[src/rtl/mux16_pkg.sv]
// Shared types and helpers for the 16:1 mux scan sequencer.
package mux16_pkg;

  localparam int N_IN  = 16;
  localparam int SEL_W = 4;

  typedef enum logic [1:0] {IDLE, STEP, RESP} state_e;

  // Zero and anything above 16 both mean a full 16-step scan.
  function automatic logic [4:0] eff_count(input logic [4:0] cnt);
    if (cnt == 5'd0 || cnt > 5'd16) return 5'd16;
    return cnt;
  endfunction

endpackage

[src/rtl/mux16_step_timer.sv]
// Per-step down-counter: a step is LAT+1 cycles, with sample_o high on its last cycle.
module mux16_step_timer #(
  parameter int LAT = 1
) (
  input  logic clk,
  input  logic rst,
  input  logic run_i,
  output logic sample_o
);

  localparam logic [2:0] LAT_V = 3'(LAT);

  logic [2:0] cnt_q, cnt_d;

  always_comb begin
    cnt_d = LAT_V;
    if (run_i && cnt_q != 3'd0) cnt_d = cnt_q - 3'd1;
  end

  always_ff @(posedge clk) begin
    if (rst) cnt_q <= LAT_V;
    else     cnt_q <= cnt_d;
  end

  assign sample_o = run_i && (cnt_q == 3'd0);

endmodule

[src/rtl/mux16_scan_seq.sv]
// Drives the inverting 16:1 mux through a select scan and returns the de-inverted samples.
module mux16_scan_seq
  import mux16_pkg::*;
#(
  parameter int LAT   = 1,
  parameter int CNT_W = 5
) (
  input  logic              clk,
  input  logic              rst,
  input  logic              cmd_valid,
  output logic              cmd_ready,
  input  logic [N_IN-1:0]   cmd_word,
  input  logic [SEL_W-1:0]  cmd_start,
  input  logic [CNT_W-1:0]  cmd_count,
  output logic [N_IN-1:0]   mux_data,
  output logic [SEL_W-1:0]  mux_sel,
  output logic              mux_dis,
  input  logic              mux_o,
  output logic              res_valid,
  input  logic              res_ready,
  output logic [N_IN-1:0]   res_bits,
  output logic [CNT_W-1:0]  res_len,
  output logic              busy,
  output logic              err
);

  localparam logic [2:0] LAT_V = 3'(LAT);

  state_e             state_q, state_d;
  logic [N_IN-1:0]    word_q, word_d;
  logic [SEL_W-1:0]   sel_q, sel_d;
  logic [4:0]         len_q, len_d;
  logic [4:0]         k_q, k_d;
  logic [N_IN-1:0]    bits_q, bits_d;
  logic               fin_q, fin_d;
  logic               err_q, err_d;
  logic [2:0]         dis_cnt_q, dis_cnt_d;
  logic               run;
  logic               sample;

  // fin_q marks the settle cycle after the final sample; the mux is already released then.
  assign run = (state_q == STEP) && !fin_q;

  mux16_step_timer #(.LAT(LAT)) u_timer (
    .clk      (clk),
    .rst      (rst),
    .run_i    (run),
    .sample_o (sample)
  );

  always_comb begin
    state_d = state_q;
    word_d  = word_q;
    sel_d   = sel_q;
    len_d   = len_q;
    k_d     = k_q;
    bits_d  = bits_q;
    fin_d   = fin_q;
    case (state_q)
      IDLE: begin
        if (cmd_valid && cmd_ready) begin
          state_d = STEP;
          word_d  = cmd_word;
          sel_d   = cmd_start;
          len_d   = eff_count(5'(cmd_count));
          k_d     = 5'd0;
          bits_d  = '0;
          fin_d   = 1'b0;
        end
      end
      STEP: begin
        if (fin_q) begin
          state_d = RESP;
          fin_d   = 1'b0;
        end else if (sample) begin
          bits_d[k_q[3:0]] = ~mux_o;
          sel_d = sel_q + 1'b1;
          k_d   = k_q + 5'd1;
          if (k_q == len_q - 5'd1) fin_d = 1'b1;
        end
      end
      RESP: begin
        if (res_ready) state_d = IDLE;
      end
      default: state_d = IDLE;
    endcase
  end

  // The idle check only trusts mux_o once the disable has had LAT cycles to propagate.
  always_comb begin
    dis_cnt_d = 3'd0;
    if (mux_dis) dis_cnt_d = (dis_cnt_q < LAT_V) ? dis_cnt_q + 3'd1 : dis_cnt_q;
    err_d = err_q | ((state_q == IDLE) && (dis_cnt_q >= LAT_V) && !mux_o);
  end

  always_ff @(posedge clk) begin
    if (rst) begin
      state_q   <= IDLE;
      k_q       <= 5'd0;
      fin_q     <= 1'b0;
      err_q     <= 1'b0;
      dis_cnt_q <= 3'd0;
    end else begin
      state_q   <= state_d;
      k_q       <= k_d;
      fin_q     <= fin_d;
      err_q     <= err_d;
      dis_cnt_q <= dis_cnt_d;
    end
  end

  always_ff @(posedge clk) begin
    word_q <= word_d;
    sel_q  <= sel_d;
    len_q  <= len_d;
    bits_q <= bits_d;
  end

  assign cmd_ready = (state_q == IDLE) && !rst;
  assign busy      = (state_q != IDLE);
  assign mux_dis   = !run;
  assign mux_data  = run ? word_q : '0;
  assign mux_sel   = run ? sel_q : '0;
  assign res_valid = (state_q == RESP);
  assign res_bits  = res_valid ? bits_q : '0;
  assign res_len   = res_valid ? CNT_W'(len_q) : '0;
  assign err       = err_q;

endmodule

[config.mk]
export PLATFORM = sky130hd
export DESIGN_NAME = mux16_scan_seq
export DESIGN_NICKNAME = d
export VERILOG_FILES = /design/src/rtl/mux16_pkg.sv /design/src/rtl/mux16_step_timer.sv /design/src/rtl/mux16_scan_seq.sv
export SDC_FILE = /design/constraint.sdc
export NUM_CORES = 1
export LEC_CHECK = 0
export CAP_MARGIN = 20
export CORE_MARGIN = 5
export CORE_UTILIZATION = 55
export CTS_CLUSTER_DIAMETER = 60
export DETAILED_ROUTE_END_ITERATION = 6
export DONT_BUFFER_PORTS = 1
export PLACE_DENSITY = 0.78
export RECOVER_POWER = 25
export SLEW_MARGIN = 20
export SYNTH_ARGS = -nofsm -noshare
export SYNTH_HDL_FRONTEND = slang
export SYNTH_SLANG_ARGS = --single-unit
[constraint.sdc]
create_clock -name clk -period 5.6 [get_ports clk]
set_clock_uncertainty 0.05 [all_clocks]
set_input_delay 0.56 -clock clk [delete_from_list [all_inputs] [get_ports clk]]
set_output_delay 0.56 -clock clk [all_outputs]
set_load 0.02 [all_outputs]
==> qor.csv, run 1 <==
metric,value,unit
layout cells sized above 1,0.04461,
P_leak,1.115,nW
Critical Path Sink Type,flip-flop,
Synth Warn #,0,
via count,1842,
GRT overflow,0,
max-slew violations,0,
Post-CTS Setup Inserts,0,
Die Wd,81.20,µm
Antenna Cells,0,
1st-iter DRT viols,120,
Core Region,5010,µm²
CP arrival,2720,ps
crit path cell chain,"nor4b_1, clkbuf_1, a21oi_2, inv_1",
Hold WS,263.6,ps
Critical Path RT,5500,ps
Hold Path Class,in2reg,
setup TNS,0,ps
Yosys cell types,33,
clk sink count,56,
hold_buf cts,0,
unrepaired setup endpoints after global routing,no,
Final HPWL DP,3758,µm
Buffers on Ports,0,
vias in the first global route,1787,
CP max stage delay,870,ps
DIE AREA,6593,µm²
clock root cell,clkbuf_8,
Slew headroom,0.2486,
Final ANT Viol Nets,0,
Worst Tran Pin Value,1127,ps
Mapped Cells,270,
Global Route Usage Sum,0.1666,
Pwr Density,278.0,nW/µm²
Max clock buf depth,2,
I/O pins,76,
Final period util,0.5037,
starting density of the core,0.5564,
"area leader, netlist",edfxtp_1,
crit path time final,2821,ps
Worst Setup Start Kind,flip-flop,
vias per cell,5.434,
WS Path Type,reg2reg,
synth top area cells,"edfxtp_1 44%, dfxtp_1 11%, and2_1 9.2%, ha_1 4.5%, nor2_1 3.8%",
TritonCTS clock tree,done,
gpl congestion,0.8187,
Setup-failing EPs final,0,
f_max,354.5,MHz
post-synth top area share,0.4417,
htree depth,2,
Pre-antenna DRT Iters,4,
Core Rows,26,
synthesized area per cell,10.32,µm²
Crit-path slowest cell,clkbuf_1,
Fillers,441,
"Hold Vio Cnt, Final",0,
sequential area share after synthesis,0.5494,
largest net degree at the start of global routing,27,
fin nets,308,
synthesis-to-finish area growth,5.162,%
clock latency at the later pin of the worst-skew pair,300,ps
cts repair resizes,0,
Clock Pin Slew Worst Setup and Hold Paths,100,ps
maximum VDD drop,207.5,µV
WL per Instance,15.04,µm
"FF+latch count, synth",56,
Max Cap Viol,0,
DRC Markers,0,
syn_nets,310,
total wire length,5099,µm
initial antenna violation count,0,
crit path max fanout,23,
chip height,81.20,µm
first-pass GRT wire length,8528,µm
CTS buffer count,5,
status,finished clean,
"commonest cells after routing, fill and taps aside","41 x and2_1, 41 x edfxtp_1, 28 x nor2_1, 24 x nand2_1, 15 x dfxtp_1",
Netlist Area Pre-Place,2788,µm²
==> path summary, 6_finish.rpt <==
path,start,to,slack (ps),cells after the start
setup / recovery,state_q[1]$_SDFFE_PP0P_,bits_q[15]$_SDFFCE_PN0P_,2780,4
setup reg to reg,state_q[1]$_SDFFE_PP0P_,bits_q[15]$_SDFFCE_PN0P_,2780,4
hold reg to reg,k_q[4]$_SDFFE_PP0P_,k_q[4]$_SDFFE_PP0P_,470,2
hold / removal,rst,err$_SDFF_PP0_,260,1
==> state kept, by name, indices dropped and copies added (netlist names) <==
register / flops
len_q: 5
u_timer.cnt_q: 3
bits_q: 16
dis_cnt_q: 3
err: 1
k_q: 5
state_q: 2
sel_q: 4
word_q: 16
fin_q: 1
==> kinds of logic after synthesis <==
logic type                 count (synthesis)  share of synthesized area
and+or+nand+nor                          136                     0.2594
buffers and inverters                     24                    0.03276
adders and majority gates                 10                    0.04488
DFF                                       56                     0.5494
AOI/OAI and AO/OA                         26                    0.05342
xor gates and xnor gates                  10                    0.03142
muxes                                      8                    0.02873
==> through the flow <==
step | cell area, µm² | power, mW | setup WS, ps | util | instances
after floorplan | 2788 | 0.5740 | 2614 | - | 270
after detailed placement | 2853 | 0.5936 | 3114 | 0.5694 | 331
after global routing | 2932 | 0.8556 | 2384 | 0.5852 | 339
after CTS | 2950 | 0.8225 | 3086 | 0.5889 | 339
final | 2932 | 0.8150 | 2779 | 0.5852 | 339
after global placement | 2853 | 0.5897 | 3243 | 0.5694 | 331
==> cells in the mapped netlist (all sizes together) <==
master / count
or3: 3
nor3b: 3
or2: 2
dfxtp: 15
o31ai: 1
nand2b: 1
o21bai: 1
and2: 41
and2b: 1
xnor2: 7
inv: 14
nor4: 3
a22oi: 1
ha: 10
mux2i: 8
edfxtp: 41
clkbuf: 9
nor2: 28
o21ai: 6
nor3: 7
a21oi: 15
xor2: 3
o41ai: 1
nor2b: 8
nor4b: 1
or4: 1
and3: 1
buf: 1
nand3: 12
nand2: 24
a31o: 1
==> power by group <==
group,internal [mW],leakage [nW],switching (mW),total (mW)
combinational,0.0289,0.555,0.0639,0.0929
clock,0.0947,0.0511,0.140,0.234
sequential,0.473,0.508,0.0145,0.488
total,0.597,1.11,0.218,0.815
==> routing by layer <==
| layer | track usage | up-vias | routed length, µm |
|---|---|---|---|
| met5 | 0 | - | 0 |
| met4 | 0.02534 | 0 | 8 |
| met3 | 0.07982 | 2 | 507 |
| met2 | 0.2759 | 68 | 2471 |
| met1 | 0.2016 | 858 | 2111 |
| li1 | - | 914 | - |
==> critical path, delay by kind of cell (launching register included) <==
family / cells / cell delay (ps)
AO/OA/AOI/OAI: 1 / 160
buffers and inverters: 2 / 1540
flip-flops: 1 / 380
AND/OR/NAND/NOR: 1 / 330
==> final cells by class <==
cell class,instances,area (µm²),share of cell area
clock buffer,5,68.82,0.02347
clock inverter,3,28.78,0.009816
inverter,14,52.55,0.01793
timing repair buffer,1,3.754,0.001280
sequential,56,1531,0.5224
tap,70,87.58,0.02988
multi-input combinational,190,1159,0.3952
(Power assumes the default switching activity.)
==> run 2, diff against run 1 <==
==> constraint.sdc (replaced) <==
create_clock -name clk -period 2.6 [get_ports clk]
set_clock_uncertainty 0.05 [all_clocks]
set_input_delay 0.26 -clock clk [delete_from_list [all_inputs] [get_ports clk]]
set_output_delay 0.26 -clock clk [all_outputs]
set_load 0.02 [all_outputs]
==> run 2 against run 1 <==
Die area stayed put. Final cell count is 6.2% higher. Register-to-register slack worse by 2400 ps. First-iteration DRC count is 37% lower. Hold slack worse by 170 ps. Utilization is 3.5 points higher. Critical path type unchanged. Highest routed layer unchanged.
==> qor.csv, run 2 (synthesized netlist as in run 1, its figures left out) <==
metric,value,unit
status,finished clean,
"commonest cells after routing, fill and taps aside","41 x and2_1, 41 x edfxtp_1, 28 x nor2_1, 24 x nand2_1, 18 x dlygate4sd3_1",
"Hold Vio Cnt, Final",0,
r2r setup slk,410,ps
fin nets,329,
1st-iter DRT viols,76,
Global Route Usage Sum,0.1746,
chip height,81.20,µm
largest net degree at the start of global routing,26,
CTS buffer count,5,
Reg2Reg Depth,2,
vias in the first global route,1886,
Critical Path Sink Type,flip-flop,
WL per Instance,15.36,µm
Crit-path slowest cell,clkbuf_1,
Antenna Cells,0,
Worst Setup Start Kind,flip-flop,
Placed Area,2875,µm²
P_leak,1.193,nW
Max Cap Viol,0,
Largest regs,"bits_q (16), word_q (16)",
Max clock buf depth,2,
setup TNS,0,ps
Critical Path RT,2470,ps
crit path cell chain,"nor4b_1, clkbuf_1",
min-delay src,mux_o,
Clock Pin Slew Worst Setup and Hold Paths,90,ps
via count,1941,
I/O pins,76,
Inst Count DP,334,
maximum VDD drop,432.2,µV
unrepaired setup endpoints after global routing,no,
total power draw,1.719,mW
RR Endpoint,word_q[2]$_DFFE_PP_,
CP arrival,2060,ps
clock root cell,clkbuf_8,
GRT overflow,0,
Final period util,0.8442,
Slew headroom,0.2457,
synthesis-to-finish area growth,11.45,%
Final HPWL DP,3861,µm
layout cells sized above 1,0.04138,
Post-CTS Setup Inserts,0,
hold path endpoint,err$_SDFF_PP0_,
fin cells,360,
fin area,3107,µm²
Buffers on Ports,0,
Worst Tran Pin Value,1131,ps
Final ANT Viol Nets,0,
Hold Path Cell Cnt,3,
CP max stage delay,890,ps
Core Region,5010,µm²
vias per cell,5.392,
Setup-failing EPs final,0,
crit path max fanout,22,
Reg2Reg Launch Point,state_q[0]$_SDFFE_PP0P_,
clock latency at the later pin of the worst-skew pair,300,ps
WS Path Type,reg2reg,
starting density of the core,0.5564,
clk sink count,56,
Hold Path Class,in2reg,
TritonCTS clock tree,done,
initial antenna violation count,0,
htree depth,2,
Core Rows,26,
DIE AREA,6593,µm²
gpl congestion,0.7898,
crit path time final,2195,ps
f_max,455.6,MHz
total wire length,5531,µm
Die Wd,81.20,µm
Pwr Density,553.4,nW/µm²
DRC Markers,0,
first-pass GRT wire length,8783,µm
max-slew violations,0,
Pre-antenna DRT Iters,4,
post-layout utilization of the core,0.6201,
run 2: cell count changes in the layout (fill, tap and decap cells not counted), moves of 2 or more:
cell           previous run  this run
inv_6                     2         0
dlygate4sd3_1             0        18
buf_4                     0         3
clkbuf_1                  1         3
run 2: cell type report:
| type | instances | area (µm²) |
|---|---|---|
| tap | 70 | 87.58 |
| sequential | 56 | 1531 |
| clock inverter | 1 | 5.005 |
| multi-input combinational | 190 | 1147 |
| clock buffer | 7 | 76.32 |
| fill | 418 | 1903 |
| inverter | 14 | 52.55 |
| timing repair buffer | 22 | 206.4 |
run 2: how the worst max path moves through the flow:
stage / start / cells after the start / to / slack [ps]
detailed placement: u_timer.cnt_q[0]$_SDFF_PP1_ / 6 / bits_q[15]$_SDFFCE_PN0P_ / 790
CTS: state_q[1]$_SDFFE_PP0P_ / 2 / res_len[0] / 480
global placement: u_timer.cnt_q[0]$_SDFF_PP1_ / 6 / bits_q[12]$_SDFFCE_PN0P_ / 840
global route: state_q[0]$_SDFFE_PP0P_ / 2 / word_q[2]$_DFFE_PP_ / 250
finish: state_q[0]$_SDFFE_PP0P_ / 2 / word_q[2]$_DFFE_PP_ / 410
floorplan: state_q[1]$_SDFFE_PP0P_ / 3 / bits_q[0]$_SDFFCE_PN0P_ / 280
run 2: through the flow:
stage | worst slack, ps | hold WS, ps
after floorplan | 278.9 | 308.9
after global placement | 842.7 | 282.7
after detailed placement | 787.1 | 286.2
after CTS | 482.4 | 0.04530
after global routing | 245.8 | 72.36
final | 405.1 | 89.78
run 2: worst max-delay path: cells and delay by family (launching register included):
| kind | cells | cell delay, ps |
|---|---|---|
| buffers and inverters | 1 | 890 |
| AND/OR/NAND/NOR | 1 | 510 |
| flip-flops | 1 | 360 |
run 2: report_power, final:
group | switching (mW) | total (mW) | internal [mW]
Clock | 0.254 | 0.443 | 0.190
Sequential | 0.0313 | 1.05 | 1.02
Combinational | 0.144 | 0.226 | 0.0821
run 2: metal layers:
| layer | global-route usage | vias up | share of wire |
|---|---|---|---|
| met5 | 0 | - | 0 |
| met4 | 0.04561 | 0 | 0.011 |
| met3 | 0.08093 | 7 | 0.097 |
| met2 | 0.2997 | 66 | 0.50 |
| met1 | 0.1956 | 921 | 0.39 |
| li1 | - | 947 | - |
run 2: timing repair:
item | 4_1_cts | 5_1_grt
hold buffers | 17 | 1
gates resized for setup | 0 | 0
hold endpoints to repair | 25 | 1
endpoints found under the setup margin | 0 | 0
==> RTL edit 1, RTL diff (config.mk and constraints of run 2) <==
Take the reset off `k_q` and load it in a clocked block of its own.
--- a/src/rtl/mux16_scan_seq.sv
+++ b/src/rtl/mux16_scan_seq.sv
@@ -96,17 +96,19 @@
   always_ff @(posedge clk) begin
     if (rst) begin
       state_q   <= IDLE;
-      k_q       <= 5'd0;
       fin_q     <= 1'b0;
       err_q     <= 1'b0;
       dis_cnt_q <= 3'd0;
     end else begin
       state_q   <= state_d;
-      k_q       <= k_d;
       fin_q     <= fin_d;
       err_q     <= err_d;
       dis_cnt_q <= dis_cnt_d;
     end
+  end
+
+  always_ff @(posedge clk) begin
+    k_q <= k_d;
   end
 
   always_ff @(posedge clk) begin
Function: no difference found for any inputs over 10 cycles, from zero or initial values and one cycle with rst high; that may be too few to reach the edited logic, so the function may still have changed.
==> RTL edit 1 against run 2 <==
Final cell count decreased by 0.83%; final area up 2.1%; routed wire length down 3.9%; critical path depth unchanged; sequential cell count did not move; area after synthesis grew 1.3%; largest cell class unchanged; critical endpoint is now res_len[2]; setup slack improved by 120 ps; largest power group unchanged; total power is 5.6% higher; critical path type is now reg2out.
==> RTL edit 1: results (changes against run 2) <==
| Metric | Value |
|---|---|
| Worst-path fanout max | 23 (+4.5%) |
| Avg WL per Cell | 14.9 um (-3.1%) |
| DPL Wire Length | 3.77 mm (-2.3%) |
| Largest net degree at the start of global routing | 28 (+7.7%) |
| Combinational cell power | 220 uW (-3%) |
| DRT iter0 DRCs | 86 (+13%) |
| Synth top area share | 48.9% (+4.7 points) |
| Setup WS post-layout | 525 ps (+120 ps) |
| Nets | 326 (-0.91%) |
| WL final | 5.32 mm (-3.9%) |
| Compound-cell area share of the yosys netlist | 4.61% (-0.73 points) |
| Metal2 WL | 2.52 mm (-8.4%) |
| First-pass GRT wire length | 8.27 mm (-5.8%) |
| Share of layout cells above drive strength 1 | 5.57% (+1.4 points) |
| Flop pwr share | 58.5% (-2.6 points) |
| Met1 WL | 2.14 mm (-2.0%) |
| Pre-CTS setup slack | 722 ps (-64.8 ps) |
| Arrival @ worst endpoint | 1770 ps (-290 ps) |
| Outcome | complete, no violations |
| Total number of vias | 1,876 (-3.3%) |
| Slowest stage delay, CP | 630 ps (-260 ps) |
| Met1 Use GR | 18.2% (-1.3 points) |
| Syn nets | 307 (-0.97%) |
| Post-synth EDFFs | 46 (+12%) |
| Most frequent cells after synthesis | edfxtp_1, and2_1, nor2_1, nand2_1, inv_1 |
| R2R cell count | 6 (+4) |
| Area contributors post-synth | edfxtp_1, and2_1, dfxtp_1 |
| Post-synthesis sequential area ratio | 56.0% (+1.1 points) |
| XOR/XNOR Fraction of Synth Area | 3.10% (-0.040 points) |
| Placed Area | 2900 sq um (+1.0%) |
-- RTL edit 1: cell count changes after synthesis, moves of 3 or more --
cell and change:
a21oi_1 -5, buf_2 +6, clkbuf_1 -8, dfxtp_1 -5, edfxtp_1 +5, nand2b_1 +5
nor2_1 +4, or3_1 -3
-- RTL edit 1: timing repair --
item                      4_1_cts  5_1_grt
resized for setup               0        0
hold endpoints to repair       22        0
hold buffers                   17        0
-- RTL edit 1: worst min path at each step --
stage / cells after the start / endpoint
2_1_floorplan: 0 / word_q[0]
3_3_place_gp: 1 / err
3_5_place_dp: 1 / err
4_1_cts: 2 / u_timer.cnt_q[0]
5_1_grt: 2 / state_q[0]
6_report: 2 / state_q[0]
-- RTL edit 1: final cells by class --
class                      count  area, sq um
inverter                      12         45.0
timing repair buffer          23          211
clock buffer                   6         93.8
tap                           70         87.6
multi-input combinational    188         1140
clock inverter                 2         16.3
sequential                    56         1580
fill                         401         1870
==> RTL edit 2, RTL diff (config.mk and constraints of run 2) <==
Made on the original files. The package constant `N_IN` goes from 16 to 17.
--- a/src/rtl/mux16_pkg.sv
+++ b/src/rtl/mux16_pkg.sv
@@ -1,7 +1,7 @@
 // Shared types and helpers for the 16:1 mux scan sequencer.
 package mux16_pkg;
 
-  localparam int N_IN  = 16;
+  localparam int N_IN  = 17;
   localparam int SEL_W = 4;
 
   typedef enum logic [1:0] {IDLE, STEP, RESP} state_e;
Ports: changed (resized cmd_word, mux_data and res_bits); port bits go from 76 to 79. The function was not compared with the original's and may differ.
==> RTL edit 2 against run 2 <==
Total power increased by 11%; routed wire length is 7.8% higher; first-iteration DRC count increased by 33%; final area is 4.5% higher; area after synthesis up 2.6%; setup slack gained 40 ps; sequential cell count increased by 1; largest cell class unchanged.
==> RTL edit 2: results (changes against run 2) <==
| Metric | Value |
|---|---|
| Hold path cells | 2 (-1) |
| Nets | 341 (+3.6%) |
| VDD IR max | 433 uV (+0.14%) |
| Share of layout cells above drive strength 1 | 5.90% (+1.8 points) |
| Clock share of power | 34.2% (+8.4 points) |
| CTS Hold Buffers Added | 18 (+1) |
| Met3 Usage GRT | 10.1% (+2.0 points) |
| Worst-margin pin slew | 1140 ps (+13.2 ps) |
| Post-synthesis sequential area ratio | 54.6% (-0.37 points) |
| Syn nets | 319 (+2.9%) |
| DRT iter0 DRCs | 101 (+33%) |
| Placer Congestion | 0.811 (+2.7%) |
| Syn Inst Count | 278 (+3.0%) |
| Tot GR Track Use | 19.4% (+1.9 points) |
| CTS clock-pin slew for the worst setup and hold paths | 60 ps (-30 ps) |
| Adder-cell share of the synthesized area | 4.37% (-0.12 points) |
| Post-Layout Cell Count | 375 (+4.2%) |
| XOR/XNOR Fraction of Synth Area | 3.67% (+0.53 points) |
| Clk Latency, worst-skew pair | 340 ps (+40 ps) |
| Tmin final | 2150 ps (-40.4 ps) |
| Outcome | complete, no violations |
| Fillers | 402 (-3.8%) |
| Avg WL per Cell | 15.9 um (+3.5%) |
| Static leakage | 1.26 nW (+5.4%) |
| Beginning of the worst hold path | rst |
| RR Endpoint | word_q[4] |
| Hold Path Sink | u_timer.cnt_q[0] |
| Combinational cell power | 193 uW (-15%) |
RTL edit 2: cell types whose count changed in the layout (fill, tap and decap cells not counted), moves of 3 or more:
cell      before  now
clkbuf_8       5    9
clkinv_1       0    4
nor2_1        28   33
or3_1          3    0
RTL edit 2: per-stage QoR:
stage / util, % / total power [mW] / hold slack [ps]
2_1_floorplan: - / 1.21 / 309
3_3_place_gp: 58.1 / 1.24 / 285
3_5_place_dp: 58.1 / 1.25 / 286
4_1_cts: 64.6 / 1.92 / 6.59
5_1_grt: 64.0 / 1.99 / 12.3
6_report: 64.0 / 1.90 / 25.6
RTL edit 2: layout make-up:
type | count | area share, %
clock buffers | 10 | 3.93
clock inverters | 6 | 0.771
inverters | 14 | 1.62
multi-input cells | 196 | 36.6
flip-flops and latches | 57 | 48.1
well taps | 70 | 2.70
repair buffers | 22 | 6.25
RTL edit 2: routing by layer:
metal	vias to the layer above	part of all wire, %
li1	980	-
met1	919	39
met5	-	0
met3	10	12
met4	0	1.8
met2	86	47
